==> config.mk <==
export PLATFORM = sky130hd
export DESIGN_NAME = pipe_stage_regs
export DESIGN_NICKNAME = d
export VERILOG_FILES = /design/src/rtl/pipe_pkg.sv /design/src/rtl/pipe_stage_regs_sat_counter.sv /design/src/rtl/pipe_stage_regs.sv
export SDC_FILE = /design/constraint.sdc
export NUM_CORES = 1
export LEC_CHECK = 0
export ABC_CLOCK_PERIOD_IN_PS = 2100
export CAP_MARGIN = 10
export CORE_AREA = 2 2 164 166
export DETAILED_ROUTE_END_ITERATION = 12
export DIE_AREA = 0 0 166 168
export DONT_BUFFER_PORTS = 1
export PLACE_DENSITY_LB_ADDON = 0.2
export SLEW_MARGIN = 20
export SYNTH_ARGS = -nofsm -noshare
export SYNTH_HDL_FRONTEND = slang
export SYNTH_SLANG_ARGS = --single-unit
==> constraint.sdc <==
create_clock -name clk -period 2.1 [get_ports clk]
set_input_delay 0.525 -clock clk [delete_from_list [all_inputs] [get_ports clk]]
set_output_delay 0.525 -clock clk [all_outputs]
set_load 0.1 [all_outputs]
==> src/rtl/pipe_pkg.sv <==
// Shared definitions for the MIPS pipeline register chain and forwarding unit:
// bubble instruction, opcode/funct constants and the stage-action encoding.
package pipe_pkg;

  localparam logic [31:0] NOP_INSTR = 32'h0000_0000;

  localparam logic [5:0] OP_REG  = 6'b000000;
  localparam logic [5:0] OP_JUMP = 6'b000010;
  localparam logic [5:0] OP_BGTI = 6'b000111;
  localparam logic [5:0] OP_ADDI = 6'b001000;
  localparam logic [5:0] OP_SLTI = 6'b001010;
  localparam logic [5:0] OP_ANDI = 6'b001100;
  localparam logic [5:0] OP_ORI  = 6'b001101;
  localparam logic [5:0] OP_XORI = 6'b001110;
  localparam logic [5:0] OP_SLLI = 6'b011000;
  localparam logic [5:0] OP_LW   = 6'b100011;
  localparam logic [5:0] OP_SW   = 6'b101011;

  localparam logic [5:0] FN_NOP  = 6'b000000;
  localparam logic [5:0] FN_SLLV = 6'b000100;
  localparam logic [5:0] FN_JR   = 6'b001000;
  localparam logic [5:0] FN_ADD  = 6'b100000;
  localparam logic [5:0] FN_SUB  = 6'b100010;
  localparam logic [5:0] FN_AND  = 6'b100100;
  localparam logic [5:0] FN_OR   = 6'b100101;
  localparam logic [5:0] FN_XOR  = 6'b100110;
  localparam logic [5:0] FN_SLT  = 6'b101010;

  typedef enum logic [1:0] {
    ACT_RUN        = 2'd0,
    ACT_STALL_IDEX = 2'd1,
    ACT_STALL_IFID = 2'd2,
    ACT_FLUSH      = 2'd3
  } stage_action_e;

  // Load-use stall outranks the jump stall, which outranks the flush.
  function automatic stage_action_e select_action(input logic stall_idex,
                                                  input logic stall_ifid,
                                                  input logic flush_ifid);
    stage_action_e act;
    if (stall_idex) begin
      act = ACT_STALL_IDEX;
    end else if (stall_ifid) begin
      act = ACT_STALL_IFID;
    end else if (flush_ifid) begin
      act = ACT_FLUSH;
    end else begin
      act = ACT_RUN;
    end
    return act;
  endfunction

endpackage

==> src/rtl/pipe_stage_regs_sat_counter.sv <==
// Saturating up-counter with synchronous clear; holds at all-ones.
module sat_counter #(
  parameter int W = 16
) (
  input  logic         clk,
  input  logic         clr,
  input  logic         inc,
  output logic [W-1:0] count
);

  localparam logic [W-1:0] MAX_C = {W{1'b1}};
  localparam logic [W-1:0] ONE_C = {{(W-1){1'b0}}, 1'b1};

  logic [W-1:0] count_r;
  logic [W-1:0] count_nxt_s;

  // Next count: increment unless already at the ceiling.
  always_comb begin
    count_nxt_s = count_r;
    if (inc && (count_r != MAX_C)) begin
      count_nxt_s = count_r + ONE_C;
    end else begin
      count_nxt_s = count_r;
    end
  end

  // Count register with synchronous clear.
  always_ff @(posedge clk) begin
    if (clr) begin
      count_r <= {W{1'b0}};
    end else begin
      count_r <= count_nxt_s;
    end
  end

  assign count = count_r;

endmodule

==> src/rtl/pipe_stage_regs.sv <==
// IF/ID -> ID/EX -> EX/MEM -> MEM/WB instruction and data registers with
// stall/bubble/flush control and saturating stall/flush event counters.
module pipe_stage_regs
  import pipe_pkg::*;
#(
  parameter int CNT_W = 16
) (
  input  logic             clk,
  input  logic             rst,
  input  logic [31:0]      instr_if,
  input  logic [31:0]      alu_result_ex,
  input  logic [31:0]      store_data_ex,
  input  logic [31:0]      mem_rdata,
  input  logic             stall_ifid,
  input  logic             stall_idex,
  input  logic             flush_ifid,
  output logic             pc_en,
  output logic [31:0]      instrIFID,
  output logic [31:0]      instrIDEX,
  output logic [31:0]      instrEXMEM,
  output logic [31:0]      instrMEMWB,
  output logic [31:0]      aluEXMEM_Data,
  output logic [31:0]      aluMEMWB_Data,
  output logic [31:0]      EXMEM_Data2Mem,
  output logic [31:0]      MEMWB_MemData,
  output logic [CNT_W-1:0] stall_cnt,
  output logic [CNT_W-1:0] flush_cnt
);

  stage_action_e action_s;

  logic [31:0] ifid_r, idex_r, exmem_r, memwb_r;
  logic [31:0] alu_exmem_r, alu_memwb_r, st_exmem_r, ld_memwb_r;

  logic [31:0] ifid_nxt_s, idex_nxt_s, exmem_nxt_s;
  logic [31:0] alu_exmem_nxt_s, st_exmem_nxt_s;

  logic stall_any_s;
  logic flush_applied_s;

  // Decode the prioritised stage action for this cycle.
  always_comb begin
    action_s = select_action(stall_idex, stall_ifid, flush_ifid);
  end

  assign stall_any_s     = stall_ifid | stall_idex;
  assign flush_applied_s = (action_s == ACT_FLUSH);
  assign pc_en           = ~stall_any_s;

  // Next-state of the front stages (IF/ID, ID/EX) per stage action.
  always_comb begin
    ifid_nxt_s = ifid_r;
    idex_nxt_s = idex_r;
    case (action_s)
      ACT_RUN: begin
        ifid_nxt_s = instr_if;
        idex_nxt_s = ifid_r;
      end
      ACT_STALL_IDEX: begin
        ifid_nxt_s = ifid_r;
        idex_nxt_s = idex_r;
      end
      ACT_STALL_IFID: begin
        ifid_nxt_s = ifid_r;
        idex_nxt_s = NOP_INSTR;
      end
      ACT_FLUSH: begin
        ifid_nxt_s = NOP_INSTR;
        idex_nxt_s = ifid_r;
      end
      default: begin
        ifid_nxt_s = NOP_INSTR;
        idex_nxt_s = NOP_INSTR;
      end
    endcase
  end

  // Next-state of EX/MEM: a load-use stall injects a bubble with zeroed data.
  always_comb begin
    exmem_nxt_s     = idex_r;
    alu_exmem_nxt_s = alu_result_ex;
    st_exmem_nxt_s  = store_data_ex;
    if (action_s == ACT_STALL_IDEX) begin
      exmem_nxt_s     = NOP_INSTR;
      alu_exmem_nxt_s = 32'h0000_0000;
      st_exmem_nxt_s  = 32'h0000_0000;
    end else begin
      exmem_nxt_s     = idex_r;
      alu_exmem_nxt_s = alu_result_ex;
      st_exmem_nxt_s  = store_data_ex;
    end
  end

  // Stage registers; MEM/WB advances under every action.
  always_ff @(posedge clk) begin
    if (rst) begin
      ifid_r      <= NOP_INSTR;
      idex_r      <= NOP_INSTR;
      exmem_r     <= NOP_INSTR;
      memwb_r     <= NOP_INSTR;
      alu_exmem_r <= 32'h0000_0000;
      st_exmem_r  <= 32'h0000_0000;
      alu_memwb_r <= 32'h0000_0000;
      ld_memwb_r  <= 32'h0000_0000;
    end else begin
      ifid_r      <= ifid_nxt_s;
      idex_r      <= idex_nxt_s;
      exmem_r     <= exmem_nxt_s;
      alu_exmem_r <= alu_exmem_nxt_s;
      st_exmem_r  <= st_exmem_nxt_s;
      memwb_r     <= exmem_r;
      alu_memwb_r <= alu_exmem_r;
      ld_memwb_r  <= mem_rdata;
    end
  end

  assign instrIFID      = ifid_r;
  assign instrIDEX      = idex_r;
  assign instrEXMEM     = exmem_r;
  assign instrMEMWB     = memwb_r;
  assign aluEXMEM_Data  = alu_exmem_r;
  assign EXMEM_Data2Mem = st_exmem_r;
  assign aluMEMWB_Data  = alu_memwb_r;
  assign MEMWB_MemData  = ld_memwb_r;

  sat_counter #(.W(CNT_W)) u_stall_cnt (
    .clk   (clk),
    .clr   (rst),
    .inc   (stall_any_s),
    .count (stall_cnt)
  );

  sat_counter #(.W(CNT_W)) u_flush_cnt (
    .clk   (clk),
    .clr   (rst),
    .inc   (flush_applied_s),
    .count (flush_cnt)
  );

endmodule

* After elaboration in Yosys (flattened, before gate mapping) *
Index checks and enable logic that the tools add are counted.

word-level totals
  bits in registers = 288
  bits of input ports = 133
  output and inout port bits = 289
  word-level logic and storage cells = 30

cells by class
  add/sub/neg operators = 2
  equal/unequal tests = 5
  muxes and demuxes = 5
  bitwise gates (word level) = 2
  reductions and logical operators = 6

operator list
  operator                                                         count
  32-bit case mux with 2 select lines                              2
  16-bit by 1-bit adder with 16-bit output, second input constant  2
  16-bit != test, second input constant                            2
  2-bit 2-to-1 mux                                                 3
  2-bit OR reduction                                               3
  2-bit == test, second input constant                             2
  2-bit by 1-bit == test with 1-bit output, second input constant  1
  1-bit logical AND                                                2
  2-bit logical NOT                                                1
  1-bit inverter                                                   1
  1-bit OR                                                         1

* Logic depth before layout (Yosys ltp) *
Gate-level depths: netlist of run 1.

  depth after elaboration = 6
  mapped depth = 9
  depth with buffers taken out = 8

* Cells and area by module *
From an unflattened synthesis of run 1, not the netlist that was laid out.

second synthesis, totals
  cell total of the unflattened synthesis = 898
  area, all modules = 9,594.2 µm²

by module, submodules not included
  module           instances  cells each  area each (µm²)  seq. area each (µm²)
  pipe_stage_regs  1          700         7,897.6          5,124.9
  sat_counter      2          99          848.3            320.3

* Least setup slack after synthesis of run 1 *
Ideal clock, no wire load.

  kind = input -> register
  from = input stall_ifid
  to = register u_stall_cnt.count_r[12] (netlist: u_stall_cnt.count[12])
  library setup time = 0.078 ns
  arrival time = 2.549 ns
  data required time = 2.022 ns
  slack = -0.528 ns
  stages = 4
  path buffers = 0
  path through = nor2_1 nor4_1 and3_1 nor3_1

between the ends
  longest elaborated chain between the ends = 2

ends and longest elaborated chain
  what                  RTL line                           text
  start, declared       pipe_stage_regs.sv:14              input logic stall_ifid,
  1-bit OR              pipe_stage_regs.sv:46              assign stall_any_s = stall_ifid | stall_idex;
  1-bit logical AND     pipe_stage_regs_sat_counter.sv:20  if (inc && (count_r != MAX_C)) begin
  end signal, assigned  pipe_stage_regs_sat_counter.sv:30  count_r <= {W{1'b0}};
  end signal, assigned  pipe_stage_regs_sat_counter.sv:32  count_r <= count_nxt_s;
  end, declared         pipe_stage_regs_sat_counter.sv:14  logic [W-1:0] count_r;

No other way between the ends.
A chain may end at the register's enable or synchronous reset.

* Worst setup path in the final report of run 1 *
  from = register u_flush_cnt.count_r[0] (netlist: u_flush_cnt.count[0])
  to = register u_flush_cnt.count_r[3] (netlist: u_flush_cnt.count[3])

between the ends
  longest elaborated chain between the ends = 2
  elaborated cells between the ends (all ways) = 3
  those cells by class = 1 x add/sub; 1 x eq/ne; 1 x reduce/logical

ends and longest elaborated chain
  what                                                                                              RTL line
  start, declared                                                                                   pipe_stage_regs_sat_counter.sv:14
  start signal, assigned                                                                            pipe_stage_regs_sat_counter.sv:30
  start signal, assigned                                                                            pipe_stage_regs_sat_counter.sv:32
  parallel branches: the longest is 2 deep, another holds 16-bit by 1-bit adder with 16-bit output  n/a

Several ways; the timed one is not identified.

==> metrics.yaml, run 1 <==
hold_class: "in2reg"
clockPowerShare_pct: 41.7
area_growth_pct: 40.53
clock_latency_ns: 0.55
grt_overflow: 0
grt_util_all_layers_pct: 17.09
firstDrtPassIters: 4
ys_async_sr_fraction_pct: 0
critPathKind: "reg2reg"
rows: 60
routed_via_density: 4.564
fp.dieW_um: 166
cts.clk_slew.worst_paths_ns: 0.06
start_kind: "register"
synthSimpleGateAreaFrac_pct: 25.84
r2r-start: "u_flush_cnt.count[0]$_SDFFE_PP0P_"
ctsHtreeMaxLevel: 1
seq_power_share_pct: 41.8
grt_pass1_wl_mm: 38.36
layout.nets: 1312
min_period_ns: 1.826
critical_path.cell_chain: "ha_1 > nand3_1 > o41ai_4 > o21ai_0 > a21oi_1"
io_pins: 422
synth_compound_area_share_pct: 7.483
yosys_most_used_dff: "dfxtp_1"
status: "finished clean"
grt_max_degree: 198
design_area_mm2: 0.01292
wl_met1_mm: 10.14
grt_pass1_vias: 6568
rsz0062_at_grt: "no"
muxShareOfSynthArea_pct: 0.7211
synth_fa_ha_area_share_pct: 0.5442
core_mm2: 0.02635
worstPathArrival_ns: 2.28
synth_top_area_share_pct: 62.69
critPathMaxStageDelay_ns: 0.52
cp-end-kind: "register"
post-route-period-util_pct: 86.94
root_buffer: "clkbuf_16"
setup_viol: 0
cts_buffer_depth: 3
num-fill-cells: 2481
cts_resized: 0
numCtsBuffers: 31
synth_edf_count: 0
synth_xor_area_share_pct: 0.4762
synth.top_cells.by_count: "dfxtp_1 (288), nor2b_1 (131), nor2_1 (100)"
ant_nets: 0
drive_gt1_share_pct: 33.75
wl_mm: 25.53
synth_area_leaders: "dfxtp_1 (63%), nor2b_1 (8.9%), and2_1 (6.7%)"
drv_cap: 0
worstMarginPinSlew_ns: 0.4991
leakagePower_nw: 5.642
ys_ff_latch: 288
power.share.combinational_pct: 16.5
hpwlAfterDp_mm: 18.35
cts_tree: "yes"
finalMaxSlewViolations: 0
relSlewSlack_pct: 66.45
die_area_mm2: 0.02789
place.gp.congestion: 0.7833
yosysTopAreaCell: "dfxtp_1"
crit_start: "u_flush_cnt.count[0]$_SDFFE_PP0P_"
wl_met2_mm: 12.43
syn-num-nets: 1025
die_y_um: 168
wl_per_cell_um: 16.60
ys_warn_count: 0
via_count: 7020
finClkSkew_ns: 0.01062
ys_types: 47
switchingPower_mw: 4.026
synthCells: 888
setup_tns_ns: 0
power.density_mw_per_mm2: 1060
internal_power_mw: 9.678
synth_top_family_by_area: "simple AND/OR/NAND/NOR gates"
num_antenna_cells: 0
highest_layer: "met4"
critPathRequiredTime_ns: 2.56
antenna_found_initial: 0
cp_slowest_cell: "o41ai_4"
cts_num_sinks: 288
yosysSeqAreaShare_pct: 62.69
netlist_area_mm2: 0.009196
fmax_mhz: 547.7
met3_length_mm: 2.482
dpl_cell_area_mm2: 0.01184
synth_most_common_cell: "dfxtp_1"
drc: 0
hold_start: "rst"
io_buffer_count: 0
crit_fanout: 7
start_util_pct: 34.90
ir_drop_v: 0.0007697
cts_hold_buf: 0
post_cts_buffers: 0
drt_iter0_drc: 265
hold_viol: 0
post_synth.cell_area_avg_um2: 10.36
swShare_pct: 29.38
==> cell families (layout without fill, tap and decap cells) <==
kind of cell / count (synthesis) / in the layout
adder cells (fa/ha/maj): 4 / 4
XOR/XNOR: 5 / 5
AO/OA/AOI/OAI: 112 / 112
buffers and inverters: 54 / 363
flip-flops: 288 / 288
multiplexers: 6 / 6
AND/OR/NAND/NOR: 419 / 419
==> metal layers <==
layer	track usage [%]	up-vias
li1	-	3500
met2	29.95	261
met3	6.747	32
met1	19.56	3227
met4	4.159	0
met5	0	-
==> final timing paths <==
kind                                                           to  cells after the start  slack (ns)
worst min register to register          instrEXMEM[10]$_SDFF_PP0_                      1        0.46
worst max register to register  u_flush_cnt.count[3]$_SDFFE_PP0P_                      5        0.27
worst min-delay path                 aluMEMWB_Data[25]$_SDFF_PP0_                      1        0.05
worst max-delay path            u_flush_cnt.count[3]$_SDFFE_PP0P_                      5        0.27
==> per-stage QoR <==
| stage | utilization (%) | power (mW) | hold WS [ns] | worst slack [ns] | instances |
|---|---|---|---|---|---|
| final | 49.05 | 13.70 | 0.05406 | 0.2743 | 1538 |
| after global routing | 49.05 | 14.17 | 0.03146 | 0.08123 | 1538 |
| after global placement | 44.91 | 8.117 | 0.4456 | 0.08267 | 1483 |
| after floorplan | - | 7.683 | 0.6467 | 0.01096 | 888 |
| after CTS | 49.05 | 13.87 | 0.02088 | 0.2348 | 1538 |
| after detailed placement | 44.91 | 8.127 | 0.4446 | 0.02822 | 1483 |
==> cell usage in the layout, fill, tap and decap left out, drive strengths merged, types with 4 or more instances in the layout <==
master    n
a21oi    64
a22oi    16
and2     98
and4      6
buf     302
bufinv    5
clkbuf   44
clkinv    4
dfxtp   288
ha        4
inv       7
mux2i     4
nand2    27
nand2b    4
nand3     7
nand4    14
nor2    100
nor2b   131
nor3      6
nor4      6
o21ai    13
o31ai     8
or3       7
or4       8
==> flip-flops by register name (all words and copies together), names as in the netlist <==
name               count
instrIDEX             32
MEMWB_MemData         32
instrMEMWB            32
u_flush_cnt.count     16
aluEXMEM_Data         32
EXMEM_Data2Mem        32
aluMEMWB_Data         32
instrIFID             32
u_stall_cnt.count     16
instrEXMEM            32
==> power groups by stage <==
stage               logic (mW)  registers (mW)  clock network, mW
floorplan                0.387            7.30                  0
global placement          2.27            5.85                  0
detailed placement        2.27            5.85                  0
CTS                       2.28            5.73               5.86
global route              2.34            5.75               6.08
finish                    2.26            5.73               5.71
==> layout make-up <==
type                            count  area [µm²]  area share, %
Sequential cell                   288        5806          44.92
Timing Repair Buffer              302        2317          17.93
Clock inverter                     11       193.9          1.501
Tap cell                          341       426.7          3.301
Multi-Input combinational cell    546        3263          25.25
Clock buffer                       44       894.6          6.922
Inverter                            6       22.52         0.1743
==> critical path, delay by kind of cell, from the launching register on <==
family                     cells  cell delay [ns]
DFF                            1             0.33
AOI/OAI and AO/OA              3             0.89
and+or+nand+nor                1             0.26
adders and majority gates      1             0.28
Power figures use the tool's default switching activity.
==> run 2: changes to the inputs <==
--- a/config.mk
+++ b/config.mk
@@ -8,6 +8,7 @@
 export ABC_CLOCK_PERIOD_IN_PS = 2100
 export CAP_MARGIN = 10
 export CORE_AREA = 2 2 164 166
+export CTS_CLUSTER_SIZE = 8
 export DETAILED_ROUTE_END_ITERATION = 12
 export DIE_AREA = 0 0 166 168
 export DONT_BUFFER_PORTS = 1
==> run 2 against run 1 <==
Clock power is 1% lower. Worst setup slack better by 0.035 ns. First-iteration DRC count is 9.4% higher. Maximum frequency is 1.9% higher. Flip-flop and latch count stayed put. Utilization is 0.095 points lower. Global-route usage is 0.32 points higher.
==> metrics.yaml, run 2 (synthesis results as in run 1) <==
start_kind: "register"
fmax_mhz: 558.4
cts_hold_buf: 0
clock_latency_ns: 0.51
grt_overflow: 0
layout.nets: 1322
die_area_mm2: 0.02789
worstPathArrival_ns: 1.27
via_count: 7074
firstDrtPassIters: 4
cp_slowest_cell: "dfxtp_2"
area_growth_pct: 40.26
stdcell_count: 1527
hold_class: "in2reg"
wl_per_cell_um: 16.92
worstMarginPinSlew_ns: 0.4872
drv_cap: 0
ctsHtreeMaxLevel: 2
critPathRequiredTime_ns: 1.57
rsz0062_at_grt: "no"
core_mm2: 0.02635
finalMaxSlewViolations: 0
hold_viol: 0
rows: 60
hold_start: "rst"
grt_pass1_wl_mm: 38.90
antenna_found_initial: 0
power.density_mw_per_mm2: 1058
cts_resized: 0
finClkSkew_ns: 0.005209
start_util_pct: 34.90
drc: 0
whs_path_depth: 1
post-route-period-util_pct: 85.28
num_antenna_cells: 0
crit_family: "flip-flops"
setup_tns_ns: 0
grt_util_all_layers_pct: 17.41
final_cell_mix: "buf_4 (298), dfxtp_1 (256), nor2b_1 (130), nor2_1 (98), and2_1 (98)"
cts_buffer_depth: 3
ir_drop_v: 0.0006798
rr_endpoint: "u_flush_cnt.count[1]$_SDFFE_PP0P_"
holdPathEnd: "aluMEMWB_Data[25]$_SDFF_PP0_"
drt_iter0_drc: 290
wl_mm: 25.84
die_y_um: 168
status: "finished clean"
ant_nets: 0
seqCellArea_mm2: 0.005806
critPathKind: "reg2out"
critPathMaxStageDelay_ns: 0.41
dp.cells: 1483
post_cts_buffers: 0
r2r-start: "u_flush_cnt.count[0]$_SDFFE_PP0P_"
root_buffer: "clkbuf_16"
setup_ws_ns: 0.3091
io_buffer_count: 0
relSlewSlack_pct: 67.25
numCtsBuffers: 41
min_period_ns: 1.791
grt_pass1_vias: 6665
pre_cts_slack_ns: 0.02822
crit_fanout: 6
io_pins: 422
setup_viol: 0
hpwlAfterDp_mm: 18.35
reg2reg_depth: 5
finalHoldWorstSlack_ns: 0.09400
cts.clk_slew.worst_paths_ns: 0.05
reg2reg_slack_ns: 0.32
place.gp.congestion: 0.7833
cts_tree: "yes"
fp.dieW_um: 166
grt_max_degree: 198
drive_gt1_share_pct: 33.64
cp-end-kind: "primary output"
routed_via_density: 4.633
cp_num_buf_inv: 1
final_common_cell: "buf_4"
leakagePower_nw: 5.635
cts_num_sinks: 288
critical_path.cell_chain: "buf_4"
multi_input_area_mm2: 0.003263
num-fill-cells: 2469
[run 2: cell types whose count changed in the layout (fill, tap and decap cells not counted), sizes merged]
| cell | change |
|---|---|
| bufinv | -5 |
| clkinvlp | -1 |
| clkinv | -4 |
| inv | +2 |
| clkbuf | -3 |
[run 2: worst max-delay path by stage]
| stage | end | cells after the start | start | slack, ns |
|---|---|---|---|---|
| finish | stall_cnt[3] | 1 | u_stall_cnt.count[3]$_SDFFE_PP0P_ | 0.31 |
| global route | u_flush_cnt.count[3]$_SDFFE_PP0P_ | 5 | u_flush_cnt.count[0]$_SDFFE_PP0P_ | 0.14 |
| CTS | stall_cnt[3] | 1 | u_stall_cnt.count[3]$_SDFFE_PP0P_ | 0.29 |
| detailed placement | u_flush_cnt.count[14]$_SDFFE_PP0P_ | 8 | flush_ifid | 0.03 |
| global placement | u_flush_cnt.count[14]$_SDFFE_PP0P_ | 8 | flush_ifid | 0.08 |
| floorplan | u_flush_cnt.count[1]$_SDFFE_PP0P_ | 5 | u_flush_cnt.count[1]$_SDFFE_PP0P_ | 0.01 |
[run 2: where the power goes]
group,internal (mW),switching [mW]
Sequential,5.68,0.0699
Combinational,0.453,1.81
Clock,3.44,2.20
[run 2: stage by stage]
step / area, µm² / power [mW] / utilization (%)
6_report: 12900 / 13.65 / 48.95
5_1_grt: 12900 / 14.14 / 48.95
3_3_place_gp: 11840 / 8.117 / 44.91
2_1_floorplan: 9269 / 7.683 / -
3_5_place_dp: 11840 / 8.127 / 44.91
4_1_cts: 12900 / 13.83 / 48.95
[run 2: layout make-up]
| class | count | share of cell area [%] |
|---|---|---|
| Tap cell | 341 | 3.308 |
| Inverter | 6 | 0.1746 |
| Multi-Input combinational cell | 546 | 25.30 |
| Clock inverter | 3 | 0.2910 |
| Clock buffer | 41 | 7.954 |
| Timing Repair Buffer | 302 | 17.96 |
| Sequential cell | 288 | 45.01 |
[run 2: layer usage]
layer  routed length (µm)  up-vias  GRT usage [%]
li1                     -     3492              -
met1                10070     3242          19.58
met2                12570      287          30.18
met3                 2632       53          7.264
met4                  566        0          5.180
met5                    0        -              0
[run 2: worst register-to-register path: stages, from the launching register on]
cell	delay (ns)
dfxtp_2	0.32
ha_1	0.28
nand3_1	0.25
o41ai_4	0.52
mux2i_1	0.24
nor2_1	0.05
==> run 3: changes to the inputs <==
--- a/config.mk
+++ b/config.mk
@@ -5,15 +5,15 @@
 export SDC_FILE = /design/constraint.sdc
 export NUM_CORES = 1
 export LEC_CHECK = 0
+export ABC_AREA = 1
 export ABC_CLOCK_PERIOD_IN_PS = 2100
 export CAP_MARGIN = 10
-export CORE_AREA = 2 2 164 166
+export CORE_AREA = 2 2 163 165
 export CTS_CLUSTER_SIZE = 8
 export DETAILED_ROUTE_END_ITERATION = 12
-export DIE_AREA = 0 0 166 168
+export DIE_AREA = 0 0 165 167
 export DONT_BUFFER_PORTS = 1
 export PLACE_DENSITY_LB_ADDON = 0.2
-export SLEW_MARGIN = 20
 export SYNTH_ARGS = -nofsm -noshare
 export SYNTH_HDL_FRONTEND = slang
 export SYNTH_SLANG_ARGS = --single-unit
==> run 3 against run 2 <==
Via count is 14% higher. Worst setup slack worse by 0.023 ns. Design area is 2.0% higher. Count of clock-buffer cells in the layout is 1 higher. Synthesized cell count is 34% higher.
==> metrics.yaml, run 3 <==
layout.nets: 1619
finClkSkew_ns: 0.01017
firstDrtPassIters: 4
antenna_found_initial: 0
dpl_cell_area_mm2: 0.01207
relSlewSlack_pct: 62.36
post_cts_buffers: 0
worstPathArrival_ns: 1.29
drc: 0
cts_tree: "yes"
ir_drop_v: 0.0008018
power.density_mw_per_mm2: 1047
netlist_area_mm2: 0.009577
wl_mm: 28.07
synth_most_common_cell: "dfxtp_1"
crit_fanout: 6
final_util_pct: 51.09
fp.dieW_um: 165
ys_async_sr_fraction_pct: 0
finalMaxSlewViolations: 0
num-fill-cells: 2515
syn-num-nets: 1323
status: "finished clean"
routed_via_density: 4.416
min_period_ns: 1.814
synth_edf_count: 0
ys_ff_latch: 288
wl_per_cell_um: 15.44
area_growth_pct: 37.43
start_util_pct: 37.17
cts.clk_slew.worst_paths_ns: 0.05
ys_types: 24
synth.top_cells.by_count: "dfxtp_1 (288), nor2_1 (269), inv_1 (219)"
core_mm2: 0.02576
cts_hold_buf: 0
io_pins: 422
hold_viol: 0
numCtsBuffers: 41
drt_iter0_drc: 364
final_cell_mix: "buf_4 (300), dfxtp_1 (284), nor2_1 (269), inv_1 (219), nand2_1 (176)"
grt_max_degree: 164
yosysTopAreaCell: "dfxtp_1"
hold_class: "in2reg"
synthCells: 1186
leakagePower_nw: 6.195
synth_top_area_share_pct: 60.20
setup_tns_ns: 0
drv_cap: 0
ctsHtreeMaxLevel: 2
critPathRequiredTime_ns: 1.57
fmax_mhz: 551.4
cts_num_sinks: 288
hpwlAfterDp_mm: 20.80
crit_family: "flip-flops"
drive_gt1_share_pct: 25.08
grt_overflow: 0
cp_num_buf_inv: 1
cp_slowest_cell: "dfxtp_1"
yosys_most_used_dff: "dfxtp_1"
post-route-period-util_pct: 86.37
cts_buffer_depth: 3
num_antenna_cells: 0
worstMarginPinSlew_ns: 0.5639
die_y_um: 167
yosysSeqAreaShare_pct: 60.20
grt_pass1_vias: 7465
critPathMaxStageDelay_ns: 0.43
critPathKind: "reg2out"
dp.cells: 1774
place.gp.congestion: 0.8266
clock_latency_ns: 0.52
die_area_mm2: 0.02756
stdcell_count: 1818
setup_viol: 0
cts_resized: 0
post_synth.cell_area_avg_um2: 8.075
cp-end-kind: "primary output"
grt_util_all_layers_pct: 19.43
rows: 59
rsz0062_at_grt: "no"
grt_pass1_wl_mm: 41.52
start_kind: "register"
via_count: 8029
critical_path.cell_chain: "buf_4"
io_buffer_count: 0
root_buffer: "clkbuf_16"
final_common_cell: "buf_4"
synth_area_leaders: "dfxtp_1 (60%), nor2_1 (11%), inv_1 (8.6%)"
ant_nets: 0
design_area_mm2: 0.01316
ys_warn_count: 0
run 3: layout make-up:
class                   count  area, µm²  share of cell area, %
clock buffers              42       1051                  7.986
clock inverters             2      38.79                 0.2947
inverters                 220      825.8                  6.274
multi-input cells         627       2724                  20.70
flip-flops and latches    288       5771                  43.84
well taps                 335      419.2                  3.185
repair buffers            304       2332                  17.72
run 3: worst paths after layout:
check	start	to	slack [ns]	cells after the start
worst max register to register	u_stall_cnt.count[0]$_SDFFE_PP0P_	u_stall_cnt.count[15]$_SDFFE_PP0P_	0.52	8
worst min register to register	aluEXMEM_Data[11]$_SDFF_PP0_	aluMEMWB_Data[11]$_SDFF_PP0_	0.41	2
worst min-delay path	rst	u_stall_cnt.count[9]$_SDFFE_PP0P_	0.08	1
worst max-delay path	u_flush_cnt.count[12]$_SDFFE_PP0P_	flush_cnt[12]	0.29	1
run 3: logic make-up (layout without fill, tap and decap cells):
logic type               after synthesis  count (layout)  share of synthesized area [%]
flip-flops                           288             288                          60.20
AND/OR/NAND/NOR                      531             531                          22.93
adder cells (fa/ha/maj)                4               4                         0.5226
AO/OA/AOI/OAI                         92              92                          4.834
buffers and inverters                271             568                          11.51
run 3: report_power, final:
| group | total (mW) | switching, mW | internal, mW |
|---|---|---|---|
| registers | 5.76 | 0.0796 | 5.68 |
| logic | 2.29 | 1.87 | 0.415 |
| clock network | 5.73 | 2.22 | 3.51 |
| total | 13.8 | 4.17 | 9.61 |
run 3: per-stage QoR:
stage / total power, mW / hold WS, ns / setup slack [ns]
2_1_floorplan: 7.715 / 0.6320 / 0.007373
3_3_place_gp: 8.157 / 0.4061 / 0.2353
3_5_place_dp: 8.172 / 0.4122 / 0.1710
4_1_cts: 13.95 / 0.06924 / 0.2562
5_1_grt: 14.24 / 0.07528 / 0.2306
6_report: 13.77 / 0.08363 / 0.2863
run 3: metal layers:
layer,vias up,share of wire (%),GRT usage [%]
li1,4089,-,-
met1,3599,37,20.38
met2,293,51,35.22
met3,48,10,7.173
met4,0,2.5,6.843
met5,-,0,0
